<file path="src/rtl/gemm_mem_initiator_pkg.sv">
// Shared types and helpers for the GEMM memory initiator: FSM states, beat geometry
// and the byte-count to byte-lane mask conversion.
package gemm_mem_pkg;

  localparam int BEAT_BYTES = 16;
  localparam int CTRL_W     = 5;

  typedef enum logic [1:0] {
    IDLE = 2'd0,
    RD   = 2'd1,
    WR   = 2'd2,
    DONE = 2'd3
  } state_t;

  function automatic logic [BEAT_BYTES-1:0] beat_mask(input logic [CTRL_W-1:0] count);
    logic [BEAT_BYTES-1:0] m;
    m = '0;
    for (int i = 0; i < BEAT_BYTES; i++) begin
      if (i < int'(count)) m[i] = 1'b1;
    end
    return m;
  endfunction

endpackage

</file>
<file path="src/rtl/gemm_mem_initiator_if.sv">
// Job command, beat streams and memory bus of the GEMM memory initiator.
// The master modport is the initiator's view; slave is the environment's view.
interface gemm_mem_initiator_if #(
    parameter int ADDR_W = 32,
    parameter int DATA_W = 128,
    parameter int ROWS_W = 8,
    parameter int LEN_W  = 12
);
    import gemm_mem_pkg::*;

    logic                cmd_valid;
    logic                cmd_ready;
    logic                cmd_write;
    logic [ADDR_W-1:0]   cmd_base;
    logic [ADDR_W-1:0]   cmd_stride;
    logic [ROWS_W-1:0]   cmd_rows;
    logic [LEN_W-1:0]    cmd_row_bytes;
    logic                done;
    logic                rd_valid;
    logic                rd_ready;
    logic [DATA_W-1:0]   rd_data;
    logic [CTRL_W-1:0]   rd_count;
    logic                rd_last;
    logic                wr_valid;
    logic                wr_ready;
    logic [DATA_W-1:0]   wr_data;
    logic                interface_en;
    logic                interface_rdwr;
    logic [ADDR_W-1:0]   interface_addr;
    logic [CTRL_W-1:0]   interface_control;
    logic [DATA_W-1:0]   interface_wr_data;
    logic [DATA_W-1:0]   interface_rd_data;

    modport master (
        input  cmd_valid, cmd_write, cmd_base, cmd_stride, cmd_rows, cmd_row_bytes,
        input  rd_ready, wr_valid, wr_data, interface_rd_data,
        output cmd_ready, done, rd_valid, rd_data, rd_count, rd_last, wr_ready,
        output interface_en, interface_rdwr, interface_addr, interface_control, interface_wr_data
    );

    modport slave (
        output cmd_valid, cmd_write, cmd_base, cmd_stride, cmd_rows, cmd_row_bytes,
        output rd_ready, wr_valid, wr_data, interface_rd_data,
        input  cmd_ready, done, rd_valid, rd_data, rd_count, rd_last, wr_ready,
        input  interface_en, interface_rdwr, interface_addr, interface_control, interface_wr_data
    );

endinterface

</file>
<file path="src/rtl/gemm_mem_initiator_addr_gen.sv">
// Strided 2-D tile walker: produces the current beat address, byte count and
// last-beat flag, and steps to the next beat on i_advance.
module gemm_addr_gen
    import gemm_mem_pkg::*;
#(
    parameter int ADDR_W = 32,
    parameter int ROWS_W = 8,
    parameter int LEN_W  = 12
) (
    input  logic              clk,
    input  logic              rst,
    input  logic              i_load,
    input  logic [ADDR_W-1:0] i_base,
    input  logic [ADDR_W-1:0] i_stride,
    input  logic [ROWS_W-1:0] i_rows,
    input  logic [LEN_W-1:0]  i_row_bytes,
    input  logic              i_advance,
    output logic [ADDR_W-1:0] o_addr,
    output logic [CTRL_W-1:0] o_ctrl,
    output logic              o_last
);

    logic [ADDR_W-1:0] r_row_start;
    logic [ADDR_W-1:0] r_addr;
    logic [ADDR_W-1:0] r_stride;
    logic [LEN_W-1:0]  r_row_bytes;
    logic [LEN_W-1:0]  r_bytes_left;
    logic [ROWS_W-1:0] r_rows_left;
    logic              w_row_end;

    assign w_row_end = (r_bytes_left <= LEN_W'(BEAT_BYTES));
    assign o_addr    = r_addr;
    assign o_ctrl    = w_row_end ? CTRL_W'(r_bytes_left) : CTRL_W'(BEAT_BYTES);
    assign o_last    = w_row_end && (r_rows_left == ROWS_W'(1));

    always_ff @(posedge clk) begin
        if (rst) begin
            r_rows_left <= '0;
        end else if (i_load) begin
            r_rows_left <= i_rows;
        end else if (i_advance && w_row_end) begin
            r_rows_left <= r_rows_left - ROWS_W'(1);
        end
    end

    // Address arithmetic wraps modulo 2^ADDR_W by construction.
    always_ff @(posedge clk) begin
        if (i_load) begin
            r_row_start  <= i_base;
            r_addr       <= i_base;
            r_stride     <= i_stride;
            r_row_bytes  <= i_row_bytes;
            r_bytes_left <= i_row_bytes;
        end else if (i_advance) begin
            if (w_row_end) begin
                r_row_start  <= r_row_start + r_stride;
                r_addr       <= r_row_start + r_stride;
                r_bytes_left <= r_row_bytes;
            end else begin
                r_addr       <= r_addr + ADDR_W'(BEAT_BYTES);
                r_bytes_left <= r_bytes_left - LEN_W'(BEAT_BYTES);
            end
        end
    end

endmodule

</file>
<file path="src/rtl/gemm_mem_initiator.sv">
// Bus master moving strided 2-D tiles between 128-bit memory and the GEMM datapath:
// read jobs stream out masked beats, write jobs forward incoming beats to memory.
module gemm_mem_initiator
    import gemm_mem_pkg::*;
#(
    parameter int ADDR_W = 32,
    parameter int DATA_W = 128,
    parameter int ROWS_W = 8,
    parameter int LEN_W  = 12
) (
    input  logic                 clk,
    input  logic                 rst,
    gemm_mem_initiator_if.master bus
);

    state_t                r_state;
    state_t                w_next;
    logic                  r_rd_valid;
    logic                  r_rd_last;
    logic [DATA_W-1:0]     r_rd_data;
    logic [CTRL_W-1:0]     r_rd_count;
    logic                  r_issue_done;

    logic                  w_load;
    logic                  w_empty_job;
    logic                  w_rd_pop;
    logic                  w_rd_issue;
    logic                  w_cmd_ready;
    logic                  w_done;
    logic                  w_wr_ready;
    logic                  w_en;
    logic                  w_rdwr;
    logic [ADDR_W-1:0]     w_gen_addr;
    logic [CTRL_W-1:0]     w_gen_ctrl;
    logic                  w_gen_last;
    logic [BEAT_BYTES-1:0] w_byte_mask;
    logic [DATA_W-1:0]     w_data_mask;

    assign w_load      = (r_state == IDLE) && bus.cmd_valid;
    assign w_empty_job = (bus.cmd_rows == '0) || (bus.cmd_row_bytes == '0);
    assign w_rd_pop    = r_rd_valid && bus.rd_ready;
    // A read is issued only when the output register will have room at this edge.
    assign w_rd_issue  = (r_state == RD) && !r_issue_done && (!r_rd_valid || bus.rd_ready);

    gemm_addr_gen #(
        .ADDR_W (ADDR_W),
        .ROWS_W (ROWS_W),
        .LEN_W  (LEN_W)
    ) u_addr_gen (
        .clk         (clk),
        .rst         (rst),
        .i_load      (w_load),
        .i_base      (bus.cmd_base),
        .i_stride    (bus.cmd_stride),
        .i_rows      (bus.cmd_rows),
        .i_row_bytes (bus.cmd_row_bytes),
        .i_advance   (w_en),
        .o_addr      (w_gen_addr),
        .o_ctrl      (w_gen_ctrl),
        .o_last      (w_gen_last)
    );

    always_ff @(posedge clk) begin
        if (rst) r_state <= IDLE;
        else     r_state <= w_next;
    end

    always_comb begin
        w_next      = r_state;
        w_cmd_ready = 1'b0;
        w_done      = 1'b0;
        w_wr_ready  = 1'b0;
        w_en        = 1'b0;
        w_rdwr      = 1'b0;
        case (r_state)
            IDLE: begin
                w_cmd_ready = 1'b1;
                if (bus.cmd_valid) begin
                    if (w_empty_job)        w_next = DONE;
                    else if (bus.cmd_write) w_next = WR;
                    else                    w_next = RD;
                end
            end
            RD: begin
                w_en = w_rd_issue;
                if (w_rd_pop && r_rd_last) w_next = DONE;
            end
            WR: begin
                w_wr_ready = 1'b1;
                w_en       = bus.wr_valid;
                w_rdwr     = bus.wr_valid;
                if (bus.wr_valid && w_gen_last) w_next = DONE;
            end
            DONE: begin
                w_done = 1'b1;
                w_next = IDLE;
            end
            default: w_next = IDLE;
        endcase
    end

    assign w_byte_mask = beat_mask(w_gen_ctrl);
    always_comb begin
        w_data_mask = '0;
        for (int i = 0; i < BEAT_BYTES; i++) begin
            w_data_mask[8*i +: 8] = {8{w_byte_mask[i]}};
        end
    end

    always_ff @(posedge clk) begin
        if (rst) begin
            r_issue_done <= 1'b0;
        end else if (w_load) begin
            r_issue_done <= 1'b0;
        end else if (w_rd_issue && w_gen_last) begin
            r_issue_done <= 1'b1;
        end
    end

    // Output beat register: load on issue, drain on pop.
    always_ff @(posedge clk) begin
        if (rst) begin
            r_rd_valid <= 1'b0;
            r_rd_last  <= 1'b0;
            r_rd_data  <= '0;
            r_rd_count <= '0;
        end else if (w_rd_issue) begin
            r_rd_valid <= 1'b1;
            r_rd_last  <= w_gen_last;
            r_rd_data  <= bus.interface_rd_data & w_data_mask;
            r_rd_count <= w_gen_ctrl;
        end else if (w_rd_pop) begin
            r_rd_valid <= 1'b0;
            r_rd_last  <= 1'b0;
        end
    end

    assign bus.cmd_ready         = w_cmd_ready;
    assign bus.done              = w_done;
    assign bus.rd_valid          = r_rd_valid;
    assign bus.rd_last           = r_rd_last;
    assign bus.rd_data           = r_rd_data;
    assign bus.rd_count          = r_rd_count;
    assign bus.wr_ready          = w_wr_ready;
    assign bus.interface_en      = w_en;
    assign bus.interface_rdwr    = w_rdwr;
    assign bus.interface_addr    = w_en ? w_gen_addr : '0;
    assign bus.interface_control = w_en ? w_gen_ctrl : '0;
    assign bus.interface_wr_data = bus.wr_data;

endmodule

</file>
<file path="src/flat_wrapper.sv">
// flat-port wrapper written by rule: the top's interface ports become plain ports
module gemm_mem_initiator_flat import gemm_mem_pkg::*;
#(
    parameter int ADDR_W = 32,
    parameter int DATA_W = 128,
    parameter int ROWS_W = 8,
    parameter int LEN_W  = 12
)
  (clk, rst, bus_cmd_valid, bus_cmd_write, bus_cmd_base, bus_cmd_stride, bus_cmd_rows, bus_cmd_row_bytes, bus_rd_ready, bus_wr_valid, bus_wr_data, bus_interface_rd_data, bus_cmd_ready, bus_done, bus_rd_valid, bus_rd_data, bus_rd_count, bus_rd_last, bus_wr_ready, bus_interface_en, bus_interface_rdwr, bus_interface_addr, bus_interface_control, bus_interface_wr_data);
  gemm_mem_initiator_if #(.ADDR_W(ADDR_W), .DATA_W(DATA_W), .ROWS_W(ROWS_W), .LEN_W(LEN_W)) bus_i ();
  input  logic clk;
  input  logic rst;
  input wire logic [$bits(bus_i.cmd_valid)-1:0] bus_cmd_valid;
  input wire logic [$bits(bus_i.cmd_write)-1:0] bus_cmd_write;
  input wire logic [$bits(bus_i.cmd_base)-1:0] bus_cmd_base;
  input wire logic [$bits(bus_i.cmd_stride)-1:0] bus_cmd_stride;
  input wire logic [$bits(bus_i.cmd_rows)-1:0] bus_cmd_rows;
  input wire logic [$bits(bus_i.cmd_row_bytes)-1:0] bus_cmd_row_bytes;
  input wire logic [$bits(bus_i.rd_ready)-1:0] bus_rd_ready;
  input wire logic [$bits(bus_i.wr_valid)-1:0] bus_wr_valid;
  input wire logic [$bits(bus_i.wr_data)-1:0] bus_wr_data;
  input wire logic [$bits(bus_i.interface_rd_data)-1:0] bus_interface_rd_data;
  output wire logic [$bits(bus_i.cmd_ready)-1:0] bus_cmd_ready;
  output wire logic [$bits(bus_i.done)-1:0] bus_done;
  output wire logic [$bits(bus_i.rd_valid)-1:0] bus_rd_valid;
  output wire logic [$bits(bus_i.rd_data)-1:0] bus_rd_data;
  output wire logic [$bits(bus_i.rd_count)-1:0] bus_rd_count;
  output wire logic [$bits(bus_i.rd_last)-1:0] bus_rd_last;
  output wire logic [$bits(bus_i.wr_ready)-1:0] bus_wr_ready;
  output wire logic [$bits(bus_i.interface_en)-1:0] bus_interface_en;
  output wire logic [$bits(bus_i.interface_rdwr)-1:0] bus_interface_rdwr;
  output wire logic [$bits(bus_i.interface_addr)-1:0] bus_interface_addr;
  output wire logic [$bits(bus_i.interface_control)-1:0] bus_interface_control;
  output wire logic [$bits(bus_i.interface_wr_data)-1:0] bus_interface_wr_data;
  assign bus_i.cmd_valid = bus_cmd_valid;
  assign bus_i.cmd_write = bus_cmd_write;
  assign bus_i.cmd_base = bus_cmd_base;
  assign bus_i.cmd_stride = bus_cmd_stride;
  assign bus_i.cmd_rows = bus_cmd_rows;
  assign bus_i.cmd_row_bytes = bus_cmd_row_bytes;
  assign bus_i.rd_ready = bus_rd_ready;
  assign bus_i.wr_valid = bus_wr_valid;
  assign bus_i.wr_data = bus_wr_data;
  assign bus_i.interface_rd_data = bus_interface_rd_data;
  assign bus_cmd_ready = bus_i.cmd_ready;
  assign bus_done = bus_i.done;
  assign bus_rd_valid = bus_i.rd_valid;
  assign bus_rd_data = bus_i.rd_data;
  assign bus_rd_count = bus_i.rd_count;
  assign bus_rd_last = bus_i.rd_last;
  assign bus_wr_ready = bus_i.wr_ready;
  assign bus_interface_en = bus_i.interface_en;
  assign bus_interface_rdwr = bus_i.interface_rdwr;
  assign bus_interface_addr = bus_i.interface_addr;
  assign bus_interface_control = bus_i.interface_control;
  assign bus_interface_wr_data = bus_i.interface_wr_data;
  gemm_mem_initiator #(.ADDR_W(ADDR_W), .DATA_W(DATA_W), .ROWS_W(ROWS_W), .LEN_W(LEN_W)) u_core (.clk(clk), .rst(rst), .bus(bus_i));
endmodule
</file>
<file path="config.mk">
export PLATFORM = sky130hd
export DESIGN_NAME = gemm_mem_initiator_flat
export DESIGN_NICKNAME = d
export VERILOG_FILES = /design/src/rtl/gemm_mem_initiator_pkg.sv /design/src/rtl/gemm_mem_initiator_if.sv /design/src/rtl/gemm_mem_initiator_addr_gen.sv /design/src/rtl/gemm_mem_initiator.sv /design/src/flat_wrapper.sv
export SDC_FILE = /design/constraint.sdc
export NUM_CORES = 1
export LEC_CHECK = 0
export ABC_CLOCK_PERIOD_IN_PS = 3000
export CORE_AREA = 2 2 250 252
export CTS_BUF_LIST = sky130_fd_sc_hd__clkbuf_8
export CTS_CLUSTER_DIAMETER = 50
export DETAILED_ROUTE_END_ITERATION = 6
export DIE_AREA = 0 0 252 254
export GPL_ROUTABILITY_DRIVEN = 0
export RECOVER_POWER = 100
export SYNTH_ARGS = -nofsm -noshare
export SYNTH_HDL_FRONTEND = slang
export SYNTH_SLANG_ARGS = --single-unit
</file>
<file path="constraint.sdc">
create_clock -name clk -period 3 [get_ports clk]
set_input_delay 0.6 -clock clk [delete_from_list [all_inputs] [get_ports clk]]
set_output_delay 0.6 -clock clk [all_outputs]
set_load 0.02 [all_outputs]
</file>
==> out/qor.log <==
[global_routing] total global routing overflow 0
[floorplan] floorplan core area 61300 um2
[worst_setup_path] worst path arrival time 2380 ps
[worst_setup_path] worst endpoint required time 2400 ps
[route] vias per cell 4.71
[finish] area growth from synthesis to layout 44.0%
[worst_setup_path] cells along the critical path inv_2 -> ha_4 -> nor2b_4 -> and2_4 -> o21ai_4 -> inv_4 -> buf_12 -> buf_16 -> buf_6 -> and2_4 -> buf_6
[floorplan] starting density of the core 22.1%
[worst_setup_path] element type at the critical path end output pin
[placement] Buffers on Ports 394
[job] Max Cap Violations 1
[floorplan] die extent in y 254 um
[sta] count of final setup violators 0
[global_routing] global router's overall resource usage 15.2%
[sta] achievable clock frequency 0.336 GHz
[clock_tree] Clock H-tree levels 2
[clock_tree] Sink Count 266
[route] Pre-antenna DRT Iters 7
[finish] fraction of the core area covered by cells at the end of the flow 31.9%
[route] number of nets with antenna violations after detailed routing 0
[logic_synthesis] area of the mapped netlist 13600 um2
[logic_synthesis] synthesized net count 1827
[clock_tree] worst-skew pair later-pin latency 650 ps
[logic_synthesis] distinct cell type count after synthesis 62
[sta] Pins Over Slew Limit 49
[logic_synthesis] Post-synth top cells nor2_1 (180), dfxtp_1 (146), buf_4 (128)
[run_status] violations in the final reports capacitance limit, slew limit
[finish] layout cells sized above 1 14.6%
[clock_tree] post-cts hold buffer count 0
[sta] clk_skew 34.9 ps
[global_routing] via count of the first global-routing pass 12300
[global_routing] global-route wire length before repair 74100 um
[worst_setup_path] Critical Path Stages 11
[placement] number of cells in the design after placement 2491
[power_and_ir_drop] pwr/cell area 986 nW/um2
[placement] cell area after placement 17900 um2
[logic_synthesis] Synth area leader edfxtp_1
[finish] summed area of non-filler cells in the final layout 19500 um2
[worst_setup_path] Worst Setup Start Kind flip-flop
[sta] RSZ-0062 raised after global routing yes
[sta] final-report hold violation count 0
[floorplan] total number of placement rows 91
[floorplan] number of top-level design ports 651
[worst_setup_path] count of buffering cells on the critical path with inverters included 6
[logic_synthesis] total of flip-flops plus latches after synthesis 266
[worst_setup_path] stage delay of the slowest cell on the critical path 340 ps
[power_and_ir_drop] leakage power 7.28 nW
[hold_path] worst hold path class reg2reg
[route] DRC 0
[finish] final-layout fill cell count 6296
[clock_tree] Worst-path clk slew 60 ps
[logic_synthesis] Gate Count Post-Synth 1440
[power_and_ir_drop] worst voltage drop across the vdd grid 0.487 mV
[sta] Slew Limit Headroom -51.0%
[logic_synthesis] number of synthesized flops with an enable pin 120
[logic_synthesis] dominant cells by area after synthesis edfxtp_1 (27%), dfxtp_1 (22%), buf_4 (7.1%)
[worst_setup_path] WS Path Type reg2out
[route] via count 12300
[placement] HPWL after DPL 37700 um
[sta] minimum clock period 2980 ps
[clock_tree] TritonCTS clock tree built
[route] routed wirelength normalized by instance count 19.7 um
[logic_synthesis] fraction of registers with async set/reset 0%
[run_status] run status finished, violations left
[global_routing] initial antenna violation count 7
[clock_tree] clock tree buffer depth 3
[finish] net count reported at finish 2164
[worst_setup_path] r2r worst-path depth 10
[logic_synthesis] mean area per synthesized cell 9.41 um2
[worst_setup_path] largest fanout on the critical path 8
[logic_synthesis] count leader, synth nor2_1
[clock_tree] root buf cell clkbuf_8
[sta] Final Cycle Share 99.2%
[logic_synthesis] Primary FF master, synth dfxtp_1
[sta] Final TNS setup 0 ps
[floorplan] overall die area 64000 um2
[route] initial DRC count 815
[logic_synthesis] sequential fraction of the synthesis area 48.1%
[route] wirelength, routed 51400 um
[floorplan] die width 252 um
[logic_synthesis] Yosys top cell area share 26.6%
[logic_synthesis] warning count from the yosys run 0
[worst_setup_path] cell with the biggest individual delay on the critical path dfxtp_2
[worst_setup_path] critical path's top delay family buffers and inverters
[clock_tree] number of clock buffers inserted by TritonCTS 55
[power_and_ir_drop] Total Power Consumption 19.2 mW
[sta] transition at the pin with the smallest max-transition slack 2260 ps
[hold_path] Hold Path Stages 2
[finish] post-route insts no fill 2615
[global_routing] pin count of the biggest net entering global routing 75
==> timing repair <==
action | in CTS | in global routing
cloned | 3 | 0
buffers inserted | 13 | 5
hold endpoints to repair | 0 | 0
endpoints found under the setup margin | 45 | 59
gates resized for setup | 185 | 50
pin swaps | 6 | 10
==> worst min-delay path, delay by kind of cell (launching register included) <==
family / cells / cell delay (ps)
compound gates: 1 / 50
simple gates: 1 / 50
flops: 1 / 310
==> per-stage QoR <==
step / hold slack, ps / setup WS (ps)
final: 451 / 24.3
after global routing: 467 / -111
after CTS: 341 / -123
after detailed placement: 446 / -268
after global placement: 440 / -231
after floorplan: 479 / 116
==> registers in the layout (all words and copies together), names as in the netlist, 5 cells and up <==
| register | count |
|---|---|
| u_core.u_addr_gen.r_bytes_left | 12 |
| u_core.u_addr_gen.r_rows_left | 8 |
| u_core.bus.rd_data | 128 |
| u_core.u_addr_gen.r_row_bytes | 12 |
| u_core.u_addr_gen.o_addr | 32 |
| u_core.bus.rd_count | 5 |
| u_core.u_addr_gen.r_stride | 32 |
| u_core.u_addr_gen.r_row_start | 32 |
==> cell families after synthesis <==
family                   Yosys count  synth area share [%]
AND/OR/NAND/NOR                  478                  16.2
multiplexers                       7                 0.517
XOR/XNOR                          64                  4.14
AO/OA/AOI/OAI                    357                  17.3
flip-flops                       266                  48.1
adder cells (fa/ha/maj)           41                  3.84
buffers and inverters            227                  9.84
==> cells in the final DEF, fill, tap and decap left out, types with 9 or more instances in the layout <==
cell type        count
dfxtp_1            144
nand3_1             52
nand2_1            118
xnor2_1             35
and2_4              11
buf_2               15
dlygate4sd3_1       44
nor2_1             176
inv_1               36
and2_1              27
a21oi_1             78
and3_1               9
nand4_1             12
ha_1                32
clkdlybuf4s50_1    311
a21o_1              21
buf_12               9
xor2_1              29
nor3_1              16
clkbuf_8            60
o211ai_1            12
edfxtp_1           120
a22oi_1            113
buf_6               23
a211oi_1            14
buf_4               76
nor4_1               9
o21ai_0             62
==> path summary, 6_finish.rpt <==
check | start | endpoint | slack, ps
worst min-delay path | u_core.bus.rd_data[120] | u_core.bus.rd_data[120] | 450
worst max-delay path | u_core.r_state[1] | bus_interface_addr[26] | 20
worst max register to register | u_core.u_addr_gen.r_row_start[0] | u_core.u_addr_gen.o_addr[22] | 150
worst min register to register | u_core.bus.rd_data[120] | u_core.bus.rd_data[120] | 450
==> area by class of cell <==
class                   count  area (um2)  share of cell area (%)
diodes                      5        12.5                  0.0641
clock buffers              60         826                    4.23
inverters                  23        91.3                   0.468
well taps                 790         988                    5.06
repair buffers            484        4720                    24.2
clock inverters            40         330                    1.69
multi-input cells         947        6010                    30.8
flip-flops and latches    266        6530                    33.5
==> report_power, final <==
| part | switching, mW | internal (mW) |
|---|---|---|
| Sequential | 0.835 | 5.31 |
| Combinational | 5.06 | 3.99 |
| Clock | 1.77 | 2.28 |
| Total | 7.66 | 11.6 |
==> layer usage <==
| layer | share of wire (%) | vias to the layer above | track usage, % |
|---|---|---|---|
| met4 | 5.7 | 2 | 9.20 |
| met5 | 0.025 | - | 0 |
| met3 | 7.6 | 217 | 3.79 |
| li1 | - | 5725 | - |
| met1 | 40 | 5872 | 18.6 |
| met2 | 46 | 505 | 24.0 |
(Power assumes the default switching activity.)
